$ cat src/rtl/fetch_pkg.sv
// Shared fetch-stage types: FSM state encoding, reset PC default, opcode map shared with control.
// No logic; pure declarations.
// Opcode values must stay in step with the decode/control stage.
package fetch_pkg;

    localparam int OPC_W = 4;

    // Default boot address; top-level parameter may override it.
    localparam int unsigned RESET_PC_DEF = 0;

    typedef enum logic [1:0] {
        ST_BOOT = 2'd0,
        ST_REQ  = 2'd1,
        ST_WAIT = 2'd2,
        ST_HOLD = 2'd3
    } fetch_state_t;

    // Opcode 0000 asserts no write strobes downstream, so a zeroed output register is harmless.
    localparam logic [OPC_W-1:0] OPC_NOP  = 4'b0000;
    localparam logic [OPC_W-1:0] OPC_J    = 4'b1000;
    localparam logic [OPC_W-1:0] OPC_BRZ  = 4'b1001;
    localparam logic [OPC_W-1:0] OPC_BRN  = 4'b1011;
    localparam logic [OPC_W-1:0] OPC_SVPC = 4'b1111;

    // Opcode field of a 32-bit instruction word.
    function automatic logic [OPC_W-1:0] opcode_of(input logic [31:0] inst);
        return inst[31 -: OPC_W];
    endfunction

endpackage

$ cat src/rtl/fetch_skid_buf.sv
// One-entry {inst,pc} holding register for a fetch response that arrives while decode is stalled.
// Latency: loaded data visible the cycle after load; full flag registered.
// Backpressure: caller loads only when empty and unloads when decode slot frees; clear wins.
module fetch_skid_buf
    import fetch_pkg::*;
#(
    parameter int INST_W = 32,
    parameter int PC_W   = 8
) (
    input  logic              clk,
    input  logic              rst_n,
    input  logic              load,
    input  logic              unload,
    input  logic              clear,
    input  logic [INST_W-1:0] load_inst,
    input  logic [PC_W-1:0]   load_pc,
    output logic [INST_W-1:0] buf_inst,
    output logic [PC_W-1:0]   buf_pc,
    output logic              full
);

    typedef struct packed {
        logic [INST_W-1:0] inst;
        logic [PC_W-1:0]   pc;
    } entry_t;

    entry_t entry;

    // Occupancy: clear (redirect) beats load, load beats unload.
    always_ff @(posedge clk) begin
        if (!rst_n) begin
            full <= 1'b0;
        end else if (clear) begin
            full <= 1'b0;
        end else if (load) begin
            full <= 1'b1;
        end else if (unload) begin
            full <= 1'b0;
        end
    end

    // Payload capture; contents are don't-care while empty so no reset is needed.
    always_ff @(posedge clk) begin
        if (load) begin
            entry <= '{inst: load_inst, pc: load_pc};
        end
    end

    assign buf_inst = entry.inst;
    assign buf_pc   = entry.pc;

endmodule

$ cat src/rtl/inst_fetch_unit.sv
// Instruction fetch: PC register, one-outstanding imem read FSM, registered {inst,pc,valid} to decode.
// Latency: issue to inst_valid = 1 cycle after rvalid; 1 instruction per 2 cycles with 1-cycle memory.
// Backpressure: stall holds outputs bit-exact; a response landing under stall parks in the skid buffer.
module inst_fetch_unit
    import fetch_pkg::*;
#(
    parameter int          PC_W     = 8,
    parameter int          INST_W   = 32,
    parameter int unsigned RESET_PC = RESET_PC_DEF
) (
    input  logic              clk,
    input  logic              rst_n,
    input  logic              stall,
    input  logic              redirect_en,
    input  logic [PC_W-1:0]   redirect_pc,
    output logic              imem_req,
    output logic [PC_W-1:0]   imem_addr,
    input  logic              imem_ready,
    input  logic              imem_rvalid,
    input  logic [INST_W-1:0] imem_rdata,
    output logic [INST_W-1:0] inst_out,
    output logic [PC_W-1:0]   pc_out,
    output logic              inst_valid
);

    fetch_state_t      state, state_nxt;
    logic [PC_W-1:0]   pc, pc_nxt;
    logic              squash, squash_nxt;

    logic              slot_free;
    logic              flush;
    logic              load_out;
    logic [INST_W-1:0] load_inst;
    logic [PC_W-1:0]   load_pc;

    logic              buf_load, buf_unload, buf_clear;
    logic [INST_W-1:0] buf_inst;
    logic [PC_W-1:0]   buf_pc;
    logic              buf_full;

    // Decode slot can take a new instruction if it is empty or being consumed this edge.
    assign slot_free = ~inst_valid | ~stall;
    assign imem_req  = (state == ST_REQ);
    assign imem_addr = pc;

    // Next-state, PC, squash and output-load decisions; redirect outranks everything except BOOT.
    always_comb begin
        state_nxt  = state;
        pc_nxt     = pc;
        squash_nxt = squash;
        flush      = 1'b0;
        load_out   = 1'b0;
        load_inst  = imem_rdata;
        load_pc    = pc;
        buf_load   = 1'b0;
        buf_unload = 1'b0;
        buf_clear  = 1'b0;
        case (state)
            ST_BOOT: begin
                state_nxt = ST_REQ;
            end
            ST_REQ: begin
                if (redirect_en) begin
                    flush     = 1'b1;
                    buf_clear = 1'b1;
                    pc_nxt    = redirect_pc;
                    // A request accepted this same edge carries the old address: drop its data.
                    if (imem_ready) begin
                        state_nxt  = ST_WAIT;
                        squash_nxt = 1'b1;
                    end
                end else if (imem_ready) begin
                    state_nxt = ST_WAIT;
                end
            end
            ST_WAIT: begin
                if (redirect_en) begin
                    flush     = 1'b1;
                    buf_clear = 1'b1;
                    pc_nxt    = redirect_pc;
                    if (imem_rvalid) begin
                        state_nxt  = ST_REQ;
                        squash_nxt = 1'b0;
                    end else begin
                        squash_nxt = 1'b1;
                    end
                end else if (imem_rvalid) begin
                    if (squash) begin
                        squash_nxt = 1'b0;
                        state_nxt  = ST_REQ;
                    end else if (slot_free) begin
                        load_out  = 1'b1;
                        pc_nxt    = pc + PC_W'(1);
                        state_nxt = ST_REQ;
                    end else begin
                        buf_load  = 1'b1;
                        state_nxt = ST_HOLD;
                    end
                end
            end
            ST_HOLD: begin
                if (redirect_en) begin
                    flush     = 1'b1;
                    buf_clear = 1'b1;
                    pc_nxt    = redirect_pc;
                    state_nxt = ST_REQ;
                end else if (slot_free) begin
                    load_out   = 1'b1;
                    load_inst  = buf_inst;
                    load_pc    = buf_pc;
                    buf_unload = 1'b1;
                    pc_nxt     = pc + PC_W'(1);
                    state_nxt  = ST_REQ;
                end
            end
            default: begin
                state_nxt = ST_BOOT;
            end
        endcase
    end

    // FSM state, PC and squash registers.
    always_ff @(posedge clk) begin
        if (!rst_n) begin
            state  <= ST_BOOT;
            pc     <= PC_W'(RESET_PC);
            squash <= 1'b0;
        end else begin
            state  <= state_nxt;
            pc     <= pc_nxt;
            squash <= squash_nxt;
        end
    end

    // Decode-facing output register: flush ignores stall; consume without reload only drops valid.
    always_ff @(posedge clk) begin
        if (!rst_n) begin
            inst_out   <= '0;
            pc_out     <= '0;
            inst_valid <= 1'b0;
        end else if (flush) begin
            inst_valid <= 1'b0;
        end else if (load_out) begin
            inst_out   <= load_inst;
            pc_out     <= load_pc;
            inst_valid <= 1'b1;
        end else if (slot_free) begin
            inst_valid <= 1'b0;
        end
    end

    fetch_skid_buf #(
        .INST_W (INST_W),
        .PC_W   (PC_W)
    ) u_skid (
        .clk       (clk),
        .rst_n     (rst_n),
        .load      (buf_load),
        .unload    (buf_unload),
        .clear     (buf_clear),
        .load_inst (imem_rdata),
        .load_pc   (pc),
        .buf_inst  (buf_inst),
        .buf_pc    (buf_pc),
        .full      (buf_full)
    );

    // Occupancy flag is implied by the HOLD state; kept for observability only.
    logic unused_full;
    assign unused_full = buf_full;

endmodule

$ cat config.mk
export PLATFORM = sky130hd
export DESIGN_NAME = inst_fetch_unit
export DESIGN_NICKNAME = d
export VERILOG_FILES = /design/src/rtl/fetch_pkg.sv /design/src/rtl/fetch_skid_buf.sv /design/src/rtl/inst_fetch_unit.sv
export SDC_FILE = /design/constraint.sdc
export NUM_CORES = 1
export LEC_CHECK = 0
export CORE_MARGIN = 5
export CORE_UTILIZATION = 37
export CTS_CLUSTER_DIAMETER = 80
export CTS_CLUSTER_SIZE = 20
export DETAILED_ROUTE_END_ITERATION = 8
export PLACE_DENSITY = 0.73
export SYNTH_ARGS = -nofsm -noshare
export SYNTH_HDL_FRONTEND = slang
export SYNTH_SLANG_ARGS = --single-unit
$ cat constraint.sdc
create_clock -name clk -period 2.43 [get_ports clk]
set_clock_uncertainty 0.1 [all_clocks]
set_input_delay 0.486 -clock clk [delete_from_list [all_inputs] [get_ports clk]]
set_output_delay 0.486 -clock clk [all_outputs]
set_load 0.005 [all_outputs]
Yosys cells after proc, flatten, opt, wreduce, memory -nomap -nowiden
Index checks and enable logic that the tools add are counted.
{ "totals": {"input_bits": 46, "out_inout_bits": 50, "word_cells": 76, "ff_bits": 92} }
{ "classes": {"eq_ne": 9, "add_sub_neg": 1, "bitwise_logic": 5, "n_reduce_logical": 10, "n_mux": 43} }
{ "ops": {"columns": ["op", "n"], "rows": [
  ["$mux 32", 3],
  ["$mux 8", 9],
  ["$pmux 8 s3", 1],
  ["$mux 1", 19],
  ["$mux 2", 8],
  ["$ne 3x3->1 const B", 3],
  ["$add 8x1->8 const B", 1],
  ["$pmux 2 s4", 1],
  ["$reduce_and 4->1", 2],
  ["$eq 2x2->1 const B", 2],
  ["$ne 2x2->1 const B", 2],
  ["$not 1->1", 4],
  ["$pmux 1 s2", 2],
  ["$reduce_bool 2->1", 2],
  ["$reduce_and 3->1", 1],
  ["$reduce_bool 3->1", 1],
  ["$reduce_or 3->1", 1],
  ["$eq 2x1->1 const B", 1],
  ["$logic_not 2->1", 1],
  ["$ne 2x1->1 const B", 1],
  ["$reduce_and 2->1", 1],
  ["$reduce_or 2->1", 1],
  ["$or 1x1->1", 1]
]} }

Logic depth before layout (Yosys ltp)
{ "logic_depth": {"ltp_word": 8, "ltp_mapped": 7, "mapped_depth_nobuf": 6} }

Modules after synthesis
From an unflattened synthesis, not the netlist that was laid out.
{ "hier_totals": {"hier_cells": 336, "hier_area_um2": 3769.9} }
{ "modules_own_cells": {"columns": ["module", "area_each_um2", "seq_area_each_um2", "cells_each", "n_inst"], "rows": [
  ["inst_fetch_unit", 2528.7, 1041.0, 292, 1],
  ["fetch_skid_buf", 1241.2, 1221.2, 44, 1]
]} }

Least setup slack after synthesis
No wires, ideal clock.
{ "synth_path": {"path_kind": "register to register", "startpoint": "reg state[0]", "endpoint": "reg u_skid.entry (netlist bit u_skid.buf_inst[0]) (enable)", "n_path_buf": 0, "arrival_time_ns": 1.882, "required_ns": 1.929, "setup_slack_ns": 0.047, "synth_period_minus_slack_ns": 2.383, "setup_time_ns": 0.401, "path_stages_with_launch": 5, "cell_sequence": "dfxtp_1 -> inv_1 -> ha_1 -> and4bb_2 -> and2_1"} }
{ "synth_via": {"elab_chain_len": 2} }
{ "synth_rtl": {"columns": ["element", "line", "source"], "rows": [
  ["from (decl)", "inst_fetch_unit.sv:26", "fetch_state_t state, state_nxt;"],
  ["from (signal assigned)", "inst_fetch_unit.sv:129", "state <= state_nxt;"],
  ["$eq 2x2->1", "inst_fetch_unit.sv:58", "case (state)"],
  ["$mux 1", "inst_fetch_unit.sv:58", null],
  ["net buf_load", "inst_fetch_unit.sv:36", "logic buf_load, buf_unload, buf_clear;"],
  ["to (signal assigned)", "fetch_skid_buf.sv:45", "entry <= '{inst: load_inst, pc: load_pc};"],
  ["to (decl)", "fetch_skid_buf.sv:27", "entry_t entry;"]
]} }
The timed path passes the listed nets, and every way through them passes these cells.
A chain may end at the register's enable or synchronous reset.

Worst setup path after layout
{ "layout_path": {"startpoint": "reg state[1]", "endpoint": "out imem_req"} }
{ "layout_via": {"elab_chain_len": 1} }
{ "layout_rtl": {"columns": ["element", "line", "source"], "rows": [
  ["$eq 2x1->1", "inst_fetch_unit.sv:43", "assign imem_req = (state == ST_REQ);"],
  ["to (decl)", "inst_fetch_unit.sv:16", "output logic imem_req,"]
]} }
No other way between the ends.

==> reports/metrics.sh <==
OUTCOME='finished clean'
CRIT_PATH_MAX_FANOUT=7
FINAL_COMMON_CELL='clkdlybuf4s50_1'
MIN-DELAY-START='u_skid.buf_inst[15]'
CTS.ROOT.BUFFER_CELL='clkbuf_8'
WORST_R2R_STARTPOINT='state[0]'
TIMING.RR.END='imem_addr[2]'
INSERTION_DELAY_NS=0.35
POST_SYNTHESIS_CELL_AREA_SQ_UM=3709
HOLD_END='inst_out[15]'
HP-CLASS='reg2reg'
TIMING_WORST_SLEW_PIN_VALUE_NS=0.4328
DIEAREA_SQ_UM=12130
FMAX_MHz=449.9
HOLD-PATH-CELL-COUNT=2
CRITICAL_PATH.ENDPOINT_TYPE='output port'
DETAIL_ROUTE.WL_PER_CELL_UM=15.38
FINALWORSTSETUPSLACK_NS=0.2075
DRC=0
AREA_DELTA_SYNTH_FINAL_PCT=37.55
FILLCELLCOUNT=883
REGTOREGSETUPSLACK_NS=0.29
FLOORPLAN.ROWS=36
CTS.REPAIR.RESIZED=0
DESIGN_AREA_SQ_UM=5101
SYN_NETS=371
NUMCTSBUFFERS=9
SEQ_AREA_SQ_UM=2242
UNREPAIRED_SETUP_ENDPOINTS_AFTER_GLOBAL_ROUTING='no'
FINALCOREUTILIZATION_PCT=52.19
CTS.CLK_SLEW.WORST_PATHS_NS=0.09
AVG_SYNTHESIZED_CELL_AREA_SQ_UM=11.59
YOSYSUNIQUECELLTYPES=44
BOUNDARYPINS=96
N_ANTENNA_CELL=0
DETAILED_PLACE.AREA_SQ_UM=4855
PRE_CTS_SLACK_NS=-0.01964
VIAS=2827
POST_ROUTE_CELLS_DRIVE_ABOVE_1_SHARE_PCT=6.905
SETUP-VIOLATIONS-FINAL=0
CP.REQUIRED_NS=1.84
POST-ROUTE-MIN-PERIOD_NS=2.223
CELL_AREA_POWER_DENSITY_nW_PER_UM2=630.5
PLACEABLECOREAREA_SQ_UM=9774
SLEW_VIOL_FINAL=0
CTS_NUM_SINKS=92
IO_BUFFERS=95
DRT_FIRST_ITER_VIOLATIONS=122
VDD_DROP_MAX_V=0.0003060
SEQ_TOTAL_AREA_YOSYS_PCT=60.46
MAX-SLEW-MARGIN-REL_PCT=71.15
PLACER_CONGESTION=0.9093
P_LEAK_uW=0.001972
INITIAL_STANDARD_CELL_UTILIZATION_OF_THE_CORE_PCT=37.94
CPPEAKSTAGEDELAY_NS=0.55
FINAL_CELL_MIX='clkdlybuf4s50_1, dfxtp_1, a21oi_1, o21ai_0'
WORST-ENDPOINT-ARRIVAL_NS=1.64
CTS_SETUP_BUFFERS=0
CLOCKBUFFERDEPTH=2
INITIAL_ANTENNA_VIOLATION_COUNT=0
STARTPOINT_TYPE='flip-flop'
DETAILEDROUTE.FIRSTPASSITERATIONCOUNT=4
MAXCAPVIOLATIONS=0
HTREE_NUM_LEVELS=3
CTS_TREE='built'
HOLDWS_NS=0.4238
ASYNC_RESET_FF_SHARE_PCT=0
YOSYS_WARNINGS=0
GRT_PASS1_VIAS=2798
CPMAXSTAGEDELAYCELL='clkdlybuf4s50_1'
YOSYS_MOST_USED_DFF='dfxtp_1'
FIN_CRIT_SH_PCT=91.46
SYNTH_CELLS=320
MULTI_INPUT_AREA_SQ_UM=1366
FIN_NETS=466
RR_WORST_DEPTH=6
GLOBALROUTEOVERFLOWTOTAL=0
WIRELENGTH_UM=8504
ROUTED_VIA_DENSITY=5.112
DPL.HPWL_UM=5704
REPORT.FINAL.HOLD_VIOL_COUNT=0
GROUTE.USAGE.OVERALL_PCT=14.38
CRIT_PATH_CELL_TRACE='inv_1 -> ha_1 -> clkdlybuf4s50_1'
GRT_MAX_DEGREE=81
NUMBER_OF_ENABLE_TYPE_REGISTER_CELLS_IN_THE_SYNTHESIZED_NETLIST=40
DIE_W_UM=110.1
POSTCTSHOLDBUFS=0
SYNTH-SEQ-CELLS=92
GRT_PASS1_WL_UM=13650
DIE_HEIGHT_UM=110.1
ANTENNA_VIOL_NETS_FINAL=0
PATH_CLASS='reg2out'
## report_power, final
group,total (uW),internal (uW),switching (uW)
combinational,313,183,130
sequential,1690,1650,44.2
clock,1210,713,500
total,3220,2540,674
## layer usage
layer  part of all wire, %  track usage [%]  up-vias
met3                   7.2            3.669        9
met1                    44            18.86     1311
met2                    48            23.05       97
li1                      -                -     1410
met4                   1.1            5.101        0
met5                     0                0        -
## flip-flops by register name, indices dropped and copies added, names as in the netlist
name             cells
inst_valid           1
u_skid.buf_pc        8
u_skid.buf_inst     32
squash               1
pc_out               8
imem_addr            8
inst_out            32
state                2
## area by class of cell
| class | count | area share (%) |
|---|---|---|
| Clock inverter | 4 | 1.913 |
| Timing Repair Buffer | 103 | 20.80 |
| Multi-Input combinational cell | 203 | 26.78 |
| Tap cell | 133 | 3.262 |
| Inverter | 6 | 0.4415 |
| Sequential cell | 92 | 43.95 |
| Clock buffer | 12 | 2.845 |
## critical path, delay by kind of cell, from the launching register on
kind | cells | cell delay [ns]
fa+ha+maj | 1 | 0.30
flops | 1 | 0.33
buf+inv | 2 | 0.65
## how the worst max path moves through the flow
stage | from | to | cells past startpoint
after global routing | state[1] | imem_req | 3
after detailed placement | redirect_en | imem_addr[2] | 5
final | state[1] | imem_req | 3
after floorplan | state[0] | u_skid.buf_inst[0] | 4
after global placement | redirect_en | imem_addr[7] | 5
after CTS | state[1] | imem_req | 3
## stage by stage
step | power (uW) | TNS, ns | instances
2_1_floorplan | 1843 | 0 | 320
4_1_cts | 3266 | 0 | 553
6_report | 3216 | 0 | 553
5_1_grt | 3367 | 0 | 553
3_3_place_gp | 2030 | 0 | 537
3_5_place_dp | 2040 | -0.01964 | 537
## synthesized netlist by cell type, drive strengths merged (2+ instances only)
cell    instances  area (sq um)
a211oi          3         22.52
nand2          11         41.29
o31ai           5         37.54
nand4           2         12.51
o211ai          2         15.01
a221oi          2         17.52
nand3           4         20.02
a21oi          48         240.2
clkbuf         14         52.55
nor3            2         10.01
nand2b          2         12.51
a311oi          2         17.52
edfxtp         40          1201
ha              5         62.56
mux2i          40         400.4
a31oi           2         12.51
nor2            3         11.26
and2            3         18.77
inv             5         18.76
nor2b           4         25.02
buf             5         35.03
dfxtp          52          1041
o21ai          45         225.2
## kinds of logic (layout without fill, tap and decap cells)
logic type	count (synthesis)	in the layout	share of synthesized area, %
muxes	40	40	10.80
and+or+nand+nor	36	36	5.230
buffers and inverters	25	125	2.969
DFF	92	92	60.46
AOI/OAI and AO/OA	122	122	18.86
adders and majority gates	5	5	1.687
Power figures use the tool's default switching activity.
